## src/rtl/nombre_scroller.sv

```systemverilog
// Scrolling N_DIGITS-wide window over a MSG_LEN-glyph message, driven onto a
// multiplexed common-anode 7-segment display. Define NOMBRE_BLINK_EN to add the blink input.
module nombre_scroller #(
    parameter int N_DIGITS   = 4,
    parameter int MSG_LEN    = 8,
    parameter int MUX_DIV    = 1000,
    parameter int SCROLL_DIV = 5000000
) (
    input  logic                       clk,
    input  logic                       rst_n,
    input  logic                       en,
    input  logic                       dir,
    input  logic                       char_we,
    input  logic [$clog2(MSG_LEN)-1:0] char_addr,
    input  logic [6:0]                 char_data,
`ifdef NOMBRE_BLINK_EN
    input  logic                       blink,
`endif
    output logic [6:0]                 seg,
    output logic [N_DIGITS-1:0]        an,
    output logic [$clog2(MSG_LEN)-1:0] pos
);

    localparam int AW = $clog2(MSG_LEN);
    localparam int DW = (N_DIGITS > 1) ? $clog2(N_DIGITS) : 1;
    localparam int MW = (MUX_DIV > 1) ? $clog2(MUX_DIV) : 1;
    localparam int SW = (SCROLL_DIV > 1) ? $clog2(SCROLL_DIV) : 1;

    localparam logic [6:0]    BLANK     = 7'h7F;
    localparam logic [AW:0]   MSG_LEN_X = (AW+1)'(MSG_LEN);
    localparam logic [AW-1:0] POS_LAST  = AW'(MSG_LEN - 1);
    localparam logic [DW-1:0] D_LAST    = DW'(N_DIGITS - 1);
    localparam logic [MW-1:0] MC_LAST   = MW'(MUX_DIV - 1);
    localparam logic [SW-1:0] SC_LAST   = SW'(SCROLL_DIV - 1);

    logic [MW-1:0] mc;
    logic [SW-1:0] sc;
    logic [DW-1:0] d;
    logic [6:0]    buffer [MSG_LEN];

    logic          mux_tick;
    logic          step_tick;
    logic          addr_ok;
    logic          blank_out;
    logic [AW:0]   sum;
    logic [AW-1:0] glyph_idx;

    assign mux_tick  = (mc == MC_LAST);
    assign step_tick = (sc == SC_LAST);
    // Compare one bit wider so a power-of-two MSG_LEN does not truncate to zero.
    assign addr_ok   = ({1'b0, char_addr} < MSG_LEN_X);

    // pos < MSG_LEN and d < N_DIGITS <= MSG_LEN, so one subtraction always wraps.
    always_comb begin
        sum       = {1'b0, pos} + (AW+1)'(d);
        glyph_idx = sum[AW-1:0];
        if (sum >= MSG_LEN_X) begin
            glyph_idx = AW'(sum - MSG_LEN_X);
        end
    end

`ifdef NOMBRE_BLINK_EN
    logic phase;

    always_ff @(posedge clk) begin
        if (!rst_n) begin
            phase <= 1'b0;
        end else if (step_tick) begin
            phase <= ~phase;
        end
    end

    assign blank_out = blink & phase;
`else
    assign blank_out = 1'b0;
`endif

    // Refresh and step timebases; both free-run regardless of en.
    always_ff @(posedge clk) begin
        if (!rst_n) begin
            mc <= '0;
            sc <= '0;
            d  <= '0;
        end else begin
            // NOTE: non-blocking assignments so every register samples pre-edge values,
            // which lets a refresh tick and a step tick land on the same edge cleanly.
            mc <= mux_tick ? '0 : mc + 1'b1;
            sc <= step_tick ? '0 : sc + 1'b1;
            if (mux_tick) begin
                d <= (d == D_LAST) ? '0 : d + 1'b1;
            end
        end
    end

    always_ff @(posedge clk) begin
        if (!rst_n) begin
            pos <= '0;
        end else if (step_tick && en) begin
            if (!dir) begin
                pos <= (pos == POS_LAST) ? '0 : pos + 1'b1;
            end else begin
                pos <= (pos == '0) ? POS_LAST : pos - 1'b1;
            end
        end
    end

    // NOTE: the glyph buffer is built from flops, not a RAM, because every entry
    // must come out of reset blank; a RAM macro could not be cleared this way.
    always_ff @(posedge clk) begin
        if (!rst_n) begin
            for (int j = 0; j < MSG_LEN; j++) begin
                buffer[j] <= BLANK;
            end
        end else if (char_we && addr_ok) begin
            buffer[char_addr] <= char_data;
        end
    end

    always_ff @(posedge clk) begin
        if (!rst_n) begin
            seg <= BLANK;
            an  <= '1;
        end else if (blank_out) begin
            seg <= BLANK;
            an  <= '1;
        end else begin
            seg <= buffer[glyph_idx];
            an  <= ~(N_DIGITS'(1) << d);
        end
    end

endmodule

```

## config.mk

```make
export PLATFORM = sky130hd
export DESIGN_NAME = nombre_scroller
export DESIGN_NICKNAME = d
export VERILOG_FILES = /design/src/rtl/nombre_scroller.sv
export SDC_FILE = /design/constraint.sdc
export NUM_CORES = 1
export LEC_CHECK = 0
export ABC_CLOCK_PERIOD_IN_PS = 4600
export BUFFER_PORTS_ARGS = -buffer_cell sky130_fd_sc_hd__clkbuf_2
export CELL_PAD_IN_SITES_DETAIL_PLACEMENT = 1
export CELL_PAD_IN_SITES_GLOBAL_PLACEMENT = 1
export CORE_MARGIN = 10
export CORE_UTILIZATION = 52
export DETAILED_ROUTE_END_ITERATION = 8
export PLACE_DENSITY_LB_ADDON = 0.1
export SYNTH_ARGS = -nofsm -noshare
export SYNTH_HDL_FRONTEND = slang
export SYNTH_SLANG_ARGS = --single-unit
```

## constraint.sdc

```tcl
create_clock -name clk -period 4.6 [get_ports clk]
set_input_delay 0.92 -clock clk [delete_from_list [all_inputs] [get_ports clk]]
set_output_delay 0.92 -clock clk [all_outputs]
set_load 0.05 [all_outputs]
```

### After elaboration in Yosys (flattened, before gate mapping)

Memory sizes are Yosys's and may differ from the RTL's. A register that Yosys moved wholly into a read port is not among the register bits.
Cells that the tools add are included.

| storage, ports and cells | value |
|---|---|
| memories kept | 1 |
| output and inout port bits | 14 |
| register bits after elaboration | 42 |
| input port bits | 15 |
| word-level logic and storage cells | 39 |
| RAM bits | 56 |

| operators by class | value |
|---|---|
| magnitude comparators | 1 |
| reduce and logical (&&, ||, !) cells | 6 |
| muxes and demuxes | 12 |
| shift operators | 1 |
| bitwise operators | 2 |
| add/sub/neg operators | 7 |
| equality and inequality tests | 4 |

Memory list:

| memory | words | bits a word | rd ports | clocked after Yosys merged registers in | write ports | RTL line | RTL |
|---|---|---|---|---|---|---|---|
| buffer | 8 | 7 | 1 | 1 | 8 | 39 | `logic [6:0] buffer [MSG_LEN];` |

Operator list:

| operator | count |
|---|---|
| $add A23 B1 Y23 const B | 1 |
| $eq A23 B23 Y1 const B | 1 |
| $mux W3 | 5 |
| $add A10 B1 Y10 const B | 1 |
| $eq A10 B10 Y1 const B | 1 |
| $mux W7 | 1 |
| $reduce_or A7 Y1 | 1 |
| $sub A3 B1 Y3 const B | 2 |
| $mux W1 | 5 |
| $add A3 B2 Y4 | 1 |
| $ge A4 B4 Y1 const B | 1 |
| $not A4 Y4 | 1 |
| $reduce_or A2 Y1 | 2 |
| $shl A1 B2 Y4 const A | 1 |
| $add A3 B1 Y3 const B | 1 |
| $eq A3 B3 Y1 const B | 1 |
| $logic_not A3 Y1 | 1 |
| $add A2 B1 Y2 const B | 1 |
| $eq A2 B2 Y1 const B | 1 |
| $mux W2 | 1 |
| $logic_and A1 B1 Y1 | 1 |
| $logic_not A1 Y1 | 1 |
| $not A1 Y1 | 1 |

### Logic depth before layout (Yosys ltp)

| depth | value |
|---|---|
| word-level depth | 5 |
| mapped depth | 7 |
| depth with buffers taken out | 6 |

### Worst setup path before layout

Ideal clock, no wire load.

| timing | value |
|---|---|
| kind | register to register |
| start | register pos[0] |
| end | register seg[3], read port of buffer |
| setup time | 0.137 ns |
| cell stages (with the launch flop) | 8 |
| arrival time | 2.348 ns |
| clock period less this slack | 2.485 ns |
| data required time | 4.463 ns |
| buffers on the path | 1 |
| path slack | 2.115 ns |
| path through | dfxtp_1 -> ha_1 -> inv_1 -> fa_1 -> clkbuf_1 -> mux4_2 -> nand2_1 -> nand3_1 |

| on the way | value |
|---|---|
| longest elaborated chain between the ends | 3 |
| elaborated cells on any way between the ends | 4 |
| those cells by class | 2 x add/sub; 1 x order compare; 1 x mux |

Ends and longest elaborated chain:

| item | RTL line | RTL |
|---|---|---|
| start, declared | 21 | `output logic [$clog2(MSG_LEN)-1:0] pos` |
| start signal, assigned | 100 | `pos <= (pos == POS_LAST) ? '0 : pos + 1'b1;` |
| start signal, assigned | 102 | `pos <= (pos == '0) ? POS_LAST : pos - 1'b1;` |
| $add A3 B2 Y4 * | 55 | `sum = {1'b0, pos} + (AW+1)'(d);` |
| $ge A4 B4 Y1 / $sub A3 B1 Y3 (equally long branches) | 57, 58 |  |
| $mux W3 * | 57 | `if (sum >= MSG_LEN_X) begin` |
| end, declared | 19 | `output logic [6:0] seg,` |

Every way passes the cells marked *; elsewhere a longest branch is shown, timed or not.
A chain may end at the register's enable or synchronous reset.

==> impl_metrics.toml <==
[logic_synthesis]
synth_top_family_by_area = "simple AND/OR/NAND/NOR gates"
synth_edf_count = 56
synthAdderAreaFrac_pct = 3.38
ys_types = 38
syn_avg_cell_area_um2 = 11.5
synthMuxAreaShare_pct = 6.98
synth_top_area_share_pct = 36.1
ys_top_cells_by_area = "edfxtp_1 (36%), dfxtp_1 (21%), or3_1 (7.0%)"
synthArstFlopShare_pct = 0
syn_inst = 407
ys_seq_area_share_pct = 57.1
yosys.area_share.simple_pct = 22.0
syn_nets = 434
yosys.area.top_type = "edfxtp_1"
synth_flop_cell = "edfxtp_1"
yosys_warnings = 0
synth_xor_area_share_pct = 4.13
ys_seq_elements = 105
syn-cell-area_um2 = 4660
synth-compound-area-share_pct = 3.97

[global_route]
grt_pass1_vias = 3397
antenna_found_initial = 0
grt_max_degree = 26
grt_usage_pct = 17.4
grt_remaining_overflow = 0
grt_pass1_wl_um = 18000

[worst_setup_path]
worst_setup_path_end_kind = "flop"
timing.rr.start = "sc[0]$_SDFF_PP0_"
r2r_cells = 5
crit_arrival_ns = 2.61
r2r_setup_slack_ns = 2.17
crit_path_start_kind = "primary input"
worstSetupPathType = "in2reg"
rr_endpoint = "sc[18]$_SDFF_PP0_"
required_ns = 4.60
cp_max_fo = 25

[sta]
timing.slew.headroom_pct = 33.0
setup_viol = 0
holdWs_ns = 0.457
min_period_ns = 2.61
finClkSkew_ns = 0.0137
maxSlewViolCount = 0
fmax_mhz = 384
hold_violations = 0
fin_tns_setup_ns = 0
fin_crit_sh_pct = 56.7
worst_pin_slew_ns = 0.995
rsz0062_at_grt = "no"

[layout]
num_antenna_cells = 0
drive_gt1_share_pct = 17.3
seqCellArea_um2 = 2660
nFillCells = 927
area_growth_syn_to_layout_pct = 9.26
nets = 456
multi_input_area_um2 = 1890

[placement]
hpwl_um = 7790
port_buffers = 28
place_congestion = 0.794

[clock_tree]
hold_buffers = 0
htree_levels = 3
ctsResizeCount = 0
clock-sinks = 105
cts_setup_buffers = 0
cts-root-buf = "clkbuf_8"
path_clk_slew_ns = 0.10
clk_latency_ns = 0.38
cts-buffers-inserted = 9
cts_tree = "done"
clock_path_buffers = 2

[route]
wire_per_inst_um = 19.6
vias_per_cell = 5.84
via_count = 3164
drc = 0
drt-initial-drc-count = 261
dr.pass1.iters = 4
drt-total-wl_um = 10600
antenna_left = 0

[floorplan]
core_um2 = 8720
die_h_um = 115
initial_core_util_pct = 53.4
dieArea_um2 = 13100
io_pins = 29
die_w_um = 115
rows = 34

[flow_run]
max_cap_viol_count = 0

[power]
p_per_area_nw_per_um2 = 350
power_leakage_nw = 1.69
ir_drop_mv = 0.181

[min_path]
hold_path_depth = 1
worstHoldStart = "mc[0]$_SDFF_PP0_"
worstHoldEndpoint = "mc[0]$_SDFF_PP0_"
hp-class = "reg2reg"

[status]
status = "finished, final reports clean"
-- state kept, by name, indices dropped and copies added (netlist names) --
signal	count
seg	7
pos	3
buffer	56
an	4
d	2
mc	10
sc	23
-- Yosys cell counts (all sizes together), types with 10 or more instances --
| library cell | n |
|---|---|
| ha | 11 |
| a21oi | 11 |
| nand3 | 18 |
| dfxtp | 49 |
| inv | 10 |
| or2 | 14 |
| clkbuf | 14 |
| or3 | 53 |
| xnor2 | 16 |
| nor2 | 27 |
| nand2 | 37 |
| o21ai | 17 |
| mux4 | 14 |
| edfxtp | 56 |
-- metrics by stage --
stage | cells | utilization, % | setup WS [ns] | cell area, µm² | total power, mW
3_5_place_dp | 526 | 55.9 | 1.55 | 4870 | 1.16
6_report | 542 | 58.4 | 1.99 | 5090 | 1.78
5_1_grt | 542 | 58.4 | 1.76 | 5090 | 1.84
2_1_floorplan | 407 | - | 2.11 | 4660 | 1.12
4_1_cts | 542 | 58.4 | 2.00 | 5090 | 1.79
3_3_place_gp | 526 | 55.9 | 1.83 | 4870 | 1.16
-- worst max path at each step --
stage / start / end / slack [ns] / cells after the start
after floorplan: pos[0]$_SDFFE_PN0P_ / seg[3]$_SDFF_PN1_ / 2.11 / 7
after global placement: rst_n / buffer[2][0]$_SDFFCE_PN1P_ / 1.83 / 3
after detailed placement: rst_n / buffer[2][0]$_SDFFCE_PN1P_ / 1.55 / 3
after CTS: rst_n / buffer[2][0]$_SDFFCE_PN1P_ / 2.00 / 3
after global routing: rst_n / buffer[2][4]$_SDFFCE_PN1P_ / 1.76 / 3
final: rst_n / buffer[2][0]$_SDFFCE_PN1P_ / 1.99 / 3
-- final cells by class --
cell class	count	share of cell area, %
Clock inverter	6	1.84
Multi-Input combinational cell	274	37.1
Inverter	10	0.737
Tap cell	108	2.65
Timing Repair Buffer	29	2.90
Sequential cell	105	52.3
Clock buffer	10	2.51
-- cell families (layout without fill, tap and decap cells) --
logic type      Yosys count  in the layout
fa+ha+maj                12             12
mux                      15             15
flops                   105            105
simple gates            191            191
buf+inv                  28             55
compound gates           34             34
xor+xnor                 22             22
-- routing by layer --
layer	routed length, µm	track usage [%]
met5	0	0
met1	4900	23.8
met4	146	4.76
met2	4990	27.0
met3	607	3.88
-- placed cells by master, fill, tap and decap left out, types with 9 or more instances in the layout --
master     n
mux4_2    14
o21ai_0   17
nand3_1   18
clkbuf_8   9
xnor2_1   16
edfxtp_1  56
or2_2     14
nor2_1    27
inv_1     10
or3_1     52
nand2_1   37
clkbuf_2  28
a21oi_1   11
dfxtp_1   49
ha_1      11
-- report_power, final --
group / switching (mW) / total, mW / internal (mW)
logic: 0.0658 / 0.0943 / 0.0285
clock network: 0.327 / 0.641 / 0.314
registers: 0.0202 / 1.05 / 1.03
total: 0.413 / 1.78 / 1.37
-- worst max-delay path, cell delays in order --
cell	delay, ns
clkbuf_2	0.15
nand3b_1	0.53
o21ai_0	1.00
No activity file was read; power rests on OpenSTA's default activity.
